### src/rtl/forward_hazard_unit.sv
// forward_hazard_unit
//   Operand-forwarding and load-use hazard control for the 16-bit, 5-stage CPU.
//   The instruction in ID is decoded and compared with the destinations of
//   the instructions now in EX and MEM. The resulting selects are registered,
//   so they reach the EX-stage operand formatter together with the instruction.
//
// Ports
//   clk       rising-edge clock
//   rst_n     synchronous active-low reset
//   instr_ID  ID instruction: [15:12] opcode, [11:8] rd, [7:4] rs, [3:0] rt/imm
//   freeze    global pipeline hold; all state holds
//   flush_ID  squash the ID instruction; a bubble enters EX
//   ForwardA  EX ALU-A select: [1] alu_out_MEM, [0] WriteData, [2] tied 0
//   ForwardB  EX ALU-B select, same encoding
//   ForwardS  EX store-data select: [1] MEM, [0] WB
//   stall     load-use stall (combinational); holds PC and IF/ID
module forward_hazard_unit #(
    parameter bit         R0_HARDWIRED = 1'b1,
    parameter logic [3:0] LD_OPCODE    = 4'b1000
) (
    input  logic        clk,
    input  logic        rst_n,
    input  logic [15:0] instr_ID,
    input  logic        freeze,
    input  logic        flush_ID,
    output logic [2:0]  ForwardA,
    output logic [2:0]  ForwardB,
    output logic [1:0]  ForwardS,
    output logic        stall
);

    logic [3:0] op, rd, rs, rt;

    logic       id_writes;
    logic       id_is_load;
    logic       use_a, use_b, use_s;
    logic [3:0] src_a, src_b, src_s;

    // Tracked in-flight entries
    logic       ex_valid, ex_writes, ex_is_load;
    logic [3:0] ex_dst;
    logic       mem_valid, mem_writes;
    logic [3:0] mem_dst;

    logic [1:0] fwd_a_q, fwd_b_q, fwd_s_q;

    logic       a_ex, b_ex, s_ex, a_mem, b_mem, s_mem;
    logic [1:0] sel_a, sel_b, sel_s;
    logic       load_hit;

    assign op = instr_ID[15:12];
    assign rd = instr_ID[11:8];
    assign rs = instr_ID[7:4];
    assign rt = instr_ID[3:0];

    function automatic logic hits(input logic [3:0] src, input logic v,
                                  input logic w, input logic [3:0] dst);
        return v && w && (src == dst) && !(R0_HARDWIRED && (dst == 4'd0));
    endfunction

    always_comb begin
        id_writes  = 1'b0;
        id_is_load = (op == LD_OPCODE);
        use_a      = 1'b0;
        use_b      = 1'b0;
        use_s      = 1'b0;
        src_a      = rs;
        src_b      = rt;
        src_s      = rd;
        case (op)
            4'b0000, 4'b0001, 4'b0010, 4'b0011, 4'b0111: begin
                id_writes = 1'b1;
                use_a     = 1'b1;
                use_b     = 1'b1;
            end
            // shifts take an immediate in [3:0]
            4'b0100, 4'b0101, 4'b0110: begin
                id_writes = 1'b1;
                use_a     = 1'b1;
            end
            4'b1000: begin
                id_writes = 1'b1;
                use_a     = 1'b1;
            end
            4'b1001: begin
                use_a = 1'b1;
                use_s = 1'b1;
            end
            // lhb/llb merge into the old rd value, which rides on ALU-A
            4'b1010, 4'b1011: begin
                id_writes = 1'b1;
                use_a     = 1'b1;
                src_a     = rd;
            end
            4'b1101: use_a = 1'b1;
            4'b1110: id_writes = 1'b1;
            default: ;
        endcase
        // a non-default load opcode still writes rd
        if (id_is_load) id_writes = 1'b1;
    end

    always_comb begin
        a_ex  = use_a && hits(src_a, ex_valid, ex_writes, ex_dst);
        b_ex  = use_b && hits(src_b, ex_valid, ex_writes, ex_dst);
        s_ex  = use_s && hits(src_s, ex_valid, ex_writes, ex_dst);
        a_mem = use_a && hits(src_a, mem_valid, mem_writes, mem_dst);
        b_mem = use_b && hits(src_b, mem_valid, mem_writes, mem_dst);
        s_mem = use_s && hits(src_s, mem_valid, mem_writes, mem_dst);

        // newest producer wins; a load in EX cannot forward from MEM next cycle
        sel_a = (a_ex && !ex_is_load) ? 2'b10 : (a_mem ? 2'b01 : 2'b00);
        sel_b = (b_ex && !ex_is_load) ? 2'b10 : (b_mem ? 2'b01 : 2'b00);
        sel_s = (s_ex && !ex_is_load) ? 2'b10 : (s_mem ? 2'b01 : 2'b00);

        load_hit = ex_is_load && (a_ex || b_ex || s_ex);
        stall    = load_hit && !flush_ID && !freeze;
    end

    always_ff @(posedge clk) begin
        if (!rst_n) begin
            ex_valid   <= 1'b0;
            ex_writes  <= 1'b0;
            ex_is_load <= 1'b0;
            ex_dst     <= 4'd0;
            mem_valid  <= 1'b0;
            mem_writes <= 1'b0;
            mem_dst    <= 4'd0;
            fwd_a_q    <= 2'b00;
            fwd_b_q    <= 2'b00;
            fwd_s_q    <= 2'b00;
        end else if (!freeze) begin
            mem_valid  <= ex_valid;
            mem_writes <= ex_writes;
            mem_dst    <= ex_dst;
            if (flush_ID || stall) begin
                ex_valid   <= 1'b0;
                ex_writes  <= 1'b0;
                ex_is_load <= 1'b0;
                ex_dst     <= 4'd0;
                fwd_a_q    <= 2'b00;
                fwd_b_q    <= 2'b00;
                fwd_s_q    <= 2'b00;
            end else begin
                ex_valid   <= 1'b1;
                ex_writes  <= id_writes;
                ex_is_load <= id_is_load;
                ex_dst     <= rd;
                fwd_a_q    <= sel_a;
                fwd_b_q    <= sel_b;
                fwd_s_q    <= sel_s;
            end
        end
    end

    assign ForwardA = {1'b0, fwd_a_q};
    assign ForwardB = {1'b0, fwd_b_q};
    assign ForwardS = fwd_s_q;

endmodule

### config.mk
export PLATFORM = sky130hd
export DESIGN_NAME = forward_hazard_unit
export DESIGN_NICKNAME = d
export VERILOG_FILES = /design/src/rtl/forward_hazard_unit.sv
export SDC_FILE = /design/constraint.sdc
export NUM_CORES = 1
export LEC_CHECK = 0
export ABC_CLOCK_PERIOD_IN_PS = 3300
export CAP_MARGIN = 10
export CORE_ASPECT_RATIO = 1.4
export CORE_UTILIZATION = 54
export DETAILED_ROUTE_END_ITERATION = 10
export HOLD_SLACK_MARGIN = 0.03
export PLACE_DENSITY = 0.84
export SYNTH_ARGS = -nofsm -noshare
export SYNTH_HDL_FRONTEND = slang
export SYNTH_SLANG_ARGS = --single-unit
### constraint.sdc
create_clock -name clk -period 3.3 [get_ports clk]
set_input_delay 0.495 -clock clk [delete_from_list [all_inputs] [get_ports clk]]
set_output_delay 0.495 -clock clk [all_outputs]
set_load 0.02 [all_outputs]
==> flow_results.org <==
** Status
- The flow ran to the end, and the final reports show no timing, DRC or antenna violations.

** Setup path
- The endpoint identified for the worst register-to-register timing path is ForwardS[0].
- For this design, the slowest cell found on the critical path is clkdlybuf4s50_1.
- In this run the number of cells on the critical path is 8.
- The critical path contains buffers and inverters numbering 2 combined.
- The most critical setup path has its startpoint at instr_ID[13].
- Crit path max-delay family :: buffers and inverters
- The worst register-to-register path has a depth of 6.
- The critical path goes through clkdlybuf4s50_1 -> nand2b_1 -> a2111oi_1 -> mux2i_1 -> nor3_2 -> o21ai_1 -> nor2_1 -> dlymetal6s2s_1.
- Worst setup endpoint :: stall
- Worst stage delay on the critical path :: 480 ps
- Worst r2r src :: ex_dst[1]
- For the worst setup path, the data required time is 2800 ps.
- By startpoint and endpoint, the worst setup path is classified as primary input to primary output.
- In this run the register-to-register setup slack is 1150 ps.
- Data on the critical path arrives at its endpoint at 2400 ps.
- Crit path capture type :: primary output
- Startpoint class of the critical path :: primary input
- Max Fanout on Critical Path :: 3

** Global route
- The number of global-route vias before repair came to 1171.
- Antenna violations before repair :: 0
- For this run, the total global-route usage over all layers was measured as 25.50%.
- Entering global routing, the biggest net connects 25 pins.
- The total overflow left after global routing is 0.
- The first global-routing pass estimated 5.230 mm of wire.

** Synthesis
- After synthesis the cells add up to 1361 sq um.
- Synthesis produced 167 cells.
- Share of the synthesized area in compound gates (AO/OA/AOI/OAI) :: 15.99%
- After synthesis, the share of cell area in mux cells is 9.559%.
- Synthesized area divided by synthesized cell count :: 8.152 sq um
- Post-Synth XOR/XNOR Area :: 9.651%
- Number of synthesized register bits :: 19
- Largest family of logic cells by synthesized area :: simple AND/OR/NAND/NOR gates
- After Yosys synthesis, and, or, nand and nor cells account for 28.86% of the synthesized area.
- After Yosys synthesis, full adders, half adders and majority gates account for 0.7353% of the synthesized area.
- The share of the Yosys chip area taken by registers is 27.94%.
- Yosys printed 0 warnings.
- Number of library cell types mapped by synthesis :: 42

** Route
- Count of unresolved DRC violations after routing :: 0
- After detailed routing, the number of vias per cell comes to 5.593.
- First DRT Iteration DRCs :: 21
- Aggregate routed wire length :: 3.343 mm
- First drt pass iteration count :: 4
- For this block, the via count after detailed routing is 1292.
- The count of nets left with antenna violations once routing finished came out at 0.
- In the final routed layout, each cell accounts on average for 14.47 microns.

** Power and ir drop
- Net Switching :: 125.9 uW
- In this run the power density over the cells is 270.7 nW/um^2.
- Highest ir drop seen on vdd :: 0.2300 mV
- Register share of total power :: 51.9%
- Of the total power, the clock network draws 24.2%.
- Combinational share of power :: 24.0%
- The analysis attributes to cell leakage a power of 0.7103 nW.
- Internal power contribution :: 340.7 uW
- Net switching is 26.98% of the power.

** STA
- Setup slack on the critical path of the routed design comes to 407.3 ps.
- Worst clock skew :: 5.128 ps
- Fmax :: 0.3457 GHz
- Final Hold Slack :: 493.5 ps
- RSZ-0062 raised after global routing :: false
- Hold Fails Final Rpt :: 0
- Setup violations remaining at the end of the flow were counted as 0.
- Of the available clock period, the critical path in the final layout requires 87.66%.
- Final Max Slew Viols :: 0
- The worst path needs 2893 ps of the cycle, external delays included.

** Cells and area
- Once layout is complete, the utilization of the core stands at 72.11%.
- 0 antenna diodes ended up in the layout.
- Once layout is done, the placed cells without fillers occupy 1724 sq um.
- Area Overhead vs Synth :: 26.65%
- Non-filler cells in the finished layout :: 231
- Fraction of layout instances using a drive strength above 1 :: 10.66%
- Post-layout net count :: 218

** Floorplanning
- The die covers 2729 sq um.
- Row generation in the floorplan step produced 21 rows.
- Chip Height :: 61.41 microns
- 29 I/O pins were placed.
- Initial standard-cell utilization of the core :: 56.93%
- In this run the standard cell core region covers 2391 sq um.
- Horiz. Die Dim :: 44.44 microns

** Clocking
- CTS built an H-tree with a depth of 1.
- Hold repair after CTS inserted 0 buffers.
- The root buffer cell chosen for the clock tree is clkbuf_4.
- TritonCTS built the clock tree.
- Clock latency reported for the late side of the worst-skew pair :: 290 ps
- Worst-case clock buffer depth :: 2
- After clock tree synthesis, the clock-pin slew on the worst setup and hold paths is 100 ps.
- Clock Sink Count :: 19
- Buffer count from post-CTS setup fixing :: 0
- Clock buffer count from CTS :: 3

** Worst hold path
- In this run the most critical hold path is launched from ex_valid.
- Kind of path behind the tightest hold check :: flop to flop
- Hold Path Stages :: 2

** Placed design
- In this run the cell area measured after placement is 1689 sq um.
- # port buffers :: 26
- The number of placed instances, taps included, is 227.
- Pre-CTS worst setup slack :: -72.35 ps
- GPL Wtd Cong :: 0.8725
- Estimated wirelength of the detail-placed design :: 2.600 mm

** Flow run
- Max-cap check violation count :: 0
kinds of logic after synthesis:
| group | count (synthesis) |
|---|---|
| xor+xnor | 15 |
| simple gates | 69 |
| mux | 13 |
| fa+ha+maj | 1 |
| compound gates | 31 |
| flops | 19 |
| other cells | 1 |
| buf+inv | 18 |
state kept, by name, summed over array words and instances (netlist names):
| signal | flops |
|---|---|
| fwd_a_q | 2 |
| fwd_b_q | 2 |
| mem_writes | 1 |
| ex_valid | 1 |
| ForwardS | 2 |
| ex_is_load | 1 |
| mem_dst | 4 |
| mem_valid | 1 |
| ex_dst | 4 |
| ex_writes | 1 |
layer usage:
layer	GRT usage, %	share of wire, %
met1	32.32	43
met2	43.28	50
met3	1.466	3.9
met4	13.42	3.2
met5	0	0
through the flow:
step | TNS (ps) | power (mW)
after floorplan | 0 | 0.3098
after global placement | -8.962 | 0.3541
after detailed placement | -72.35 | 0.3575
after CTS | 0 | 0.4716
after global routing | 0 | 0.4902
final | 0 | 0.4666
final cells by class:
type	instances	area, sq um
Multi-Input combinational cell	131	895.9
Fill cell	209	666.9
Sequential cell	19	380.4
Timing Repair Buffer	40	367.9
Tap cell	34	42.54
Clock buffer	4	26.28
Inverter	3	11.26
worst min path at each step:
stage	slack, ps	end
after floorplan	460	ex_valid
after CTS	490	ex_valid
after detailed placement	480	ex_valid
after global routing	520	fwd_b_q[0]
after global placement	470	ForwardS[0]
final	490	ex_valid
power groups by stage:
stage	clock network (mW)	logic, mW	registers [mW]
2_1_floorplan	0	0.0680	0.242
4_1_cts	0.118	0.112	0.242
3_5_place_dp	0	0.110	0.247
5_1_grt	0.125	0.122	0.243
6_report	0.113	0.112	0.242
3_3_place_gp	0	0.107	0.247
synth_stat cells, drive strengths merged:
library cell	count	share of area [%]
a21oi	5	1.8
xnor2	6	3.9
nor4b	1	0.64
nor4	3	1.8
o2111ai	1	0.64
a22oi	1	0.55
and2	5	2.3
nand2b	6	2.8
a21boi	2	1.1
clkbuf	7	1.9
buf	8	4.2
or4	2	1.1
and4b	1	0.74
xor2	9	5.8
o21ai	7	2.6
or2	1	0.46
nand3b	1	1.5
nand4bb	1	0.83
conb	1	0.28
maj3	1	0.74
o31ai	6	3.7
nor2	8	2.2
a2111oi	1	0.64
a211o	3	1.9
inv	3	0.83
nand3	11	4.0
a22o	1	0.64
a221o	1	0.74
dfxtp	19	28
mux2i	13	9.6
nand2	14	3.9
nor3	3	1.1
a211oi	1	0.55
nor2b	11	5.1
o211ai	2	1.1
nand4	1	0.46
layout by cell type, fill, tap and decap left out, types with 2 or more instances in the layout:
master,instances
or4_1,2
clkdlybuf4s50_1,25
buf_4,14
conb_1,2
nor2b_1,11
a21oi_1,5
dfxtp_1,19
xor2_1,9
nor4_1,2
nand2_1,14
a211o_1,3
nor2_1,8
nor3_1,2
nand2b_1,6
and2_1,5
o31ai_1,5
o211ai_1,2
xnor2_1,6
clkbuf_4,3
mux2i_1,13
o21ai_1,6
inv_1,3
nand3_1,11
worst register-to-register path: cells and delay by family, from the launching register on:
kind,cells,cell delay (ps)
AO/OA/AOI/OAI,3,1000
flip-flops,1,410
AND/OR/NAND/NOR,3,650
timing repair:
action / 4_1_cts / 5_1_grt
gates cloned: 0 / 0
setup endpoints to repair: 1 / 1
endpoints found under the hold margin: 0 / 0
resized for setup: 2 / 1
(Power assumes the default switching activity.)
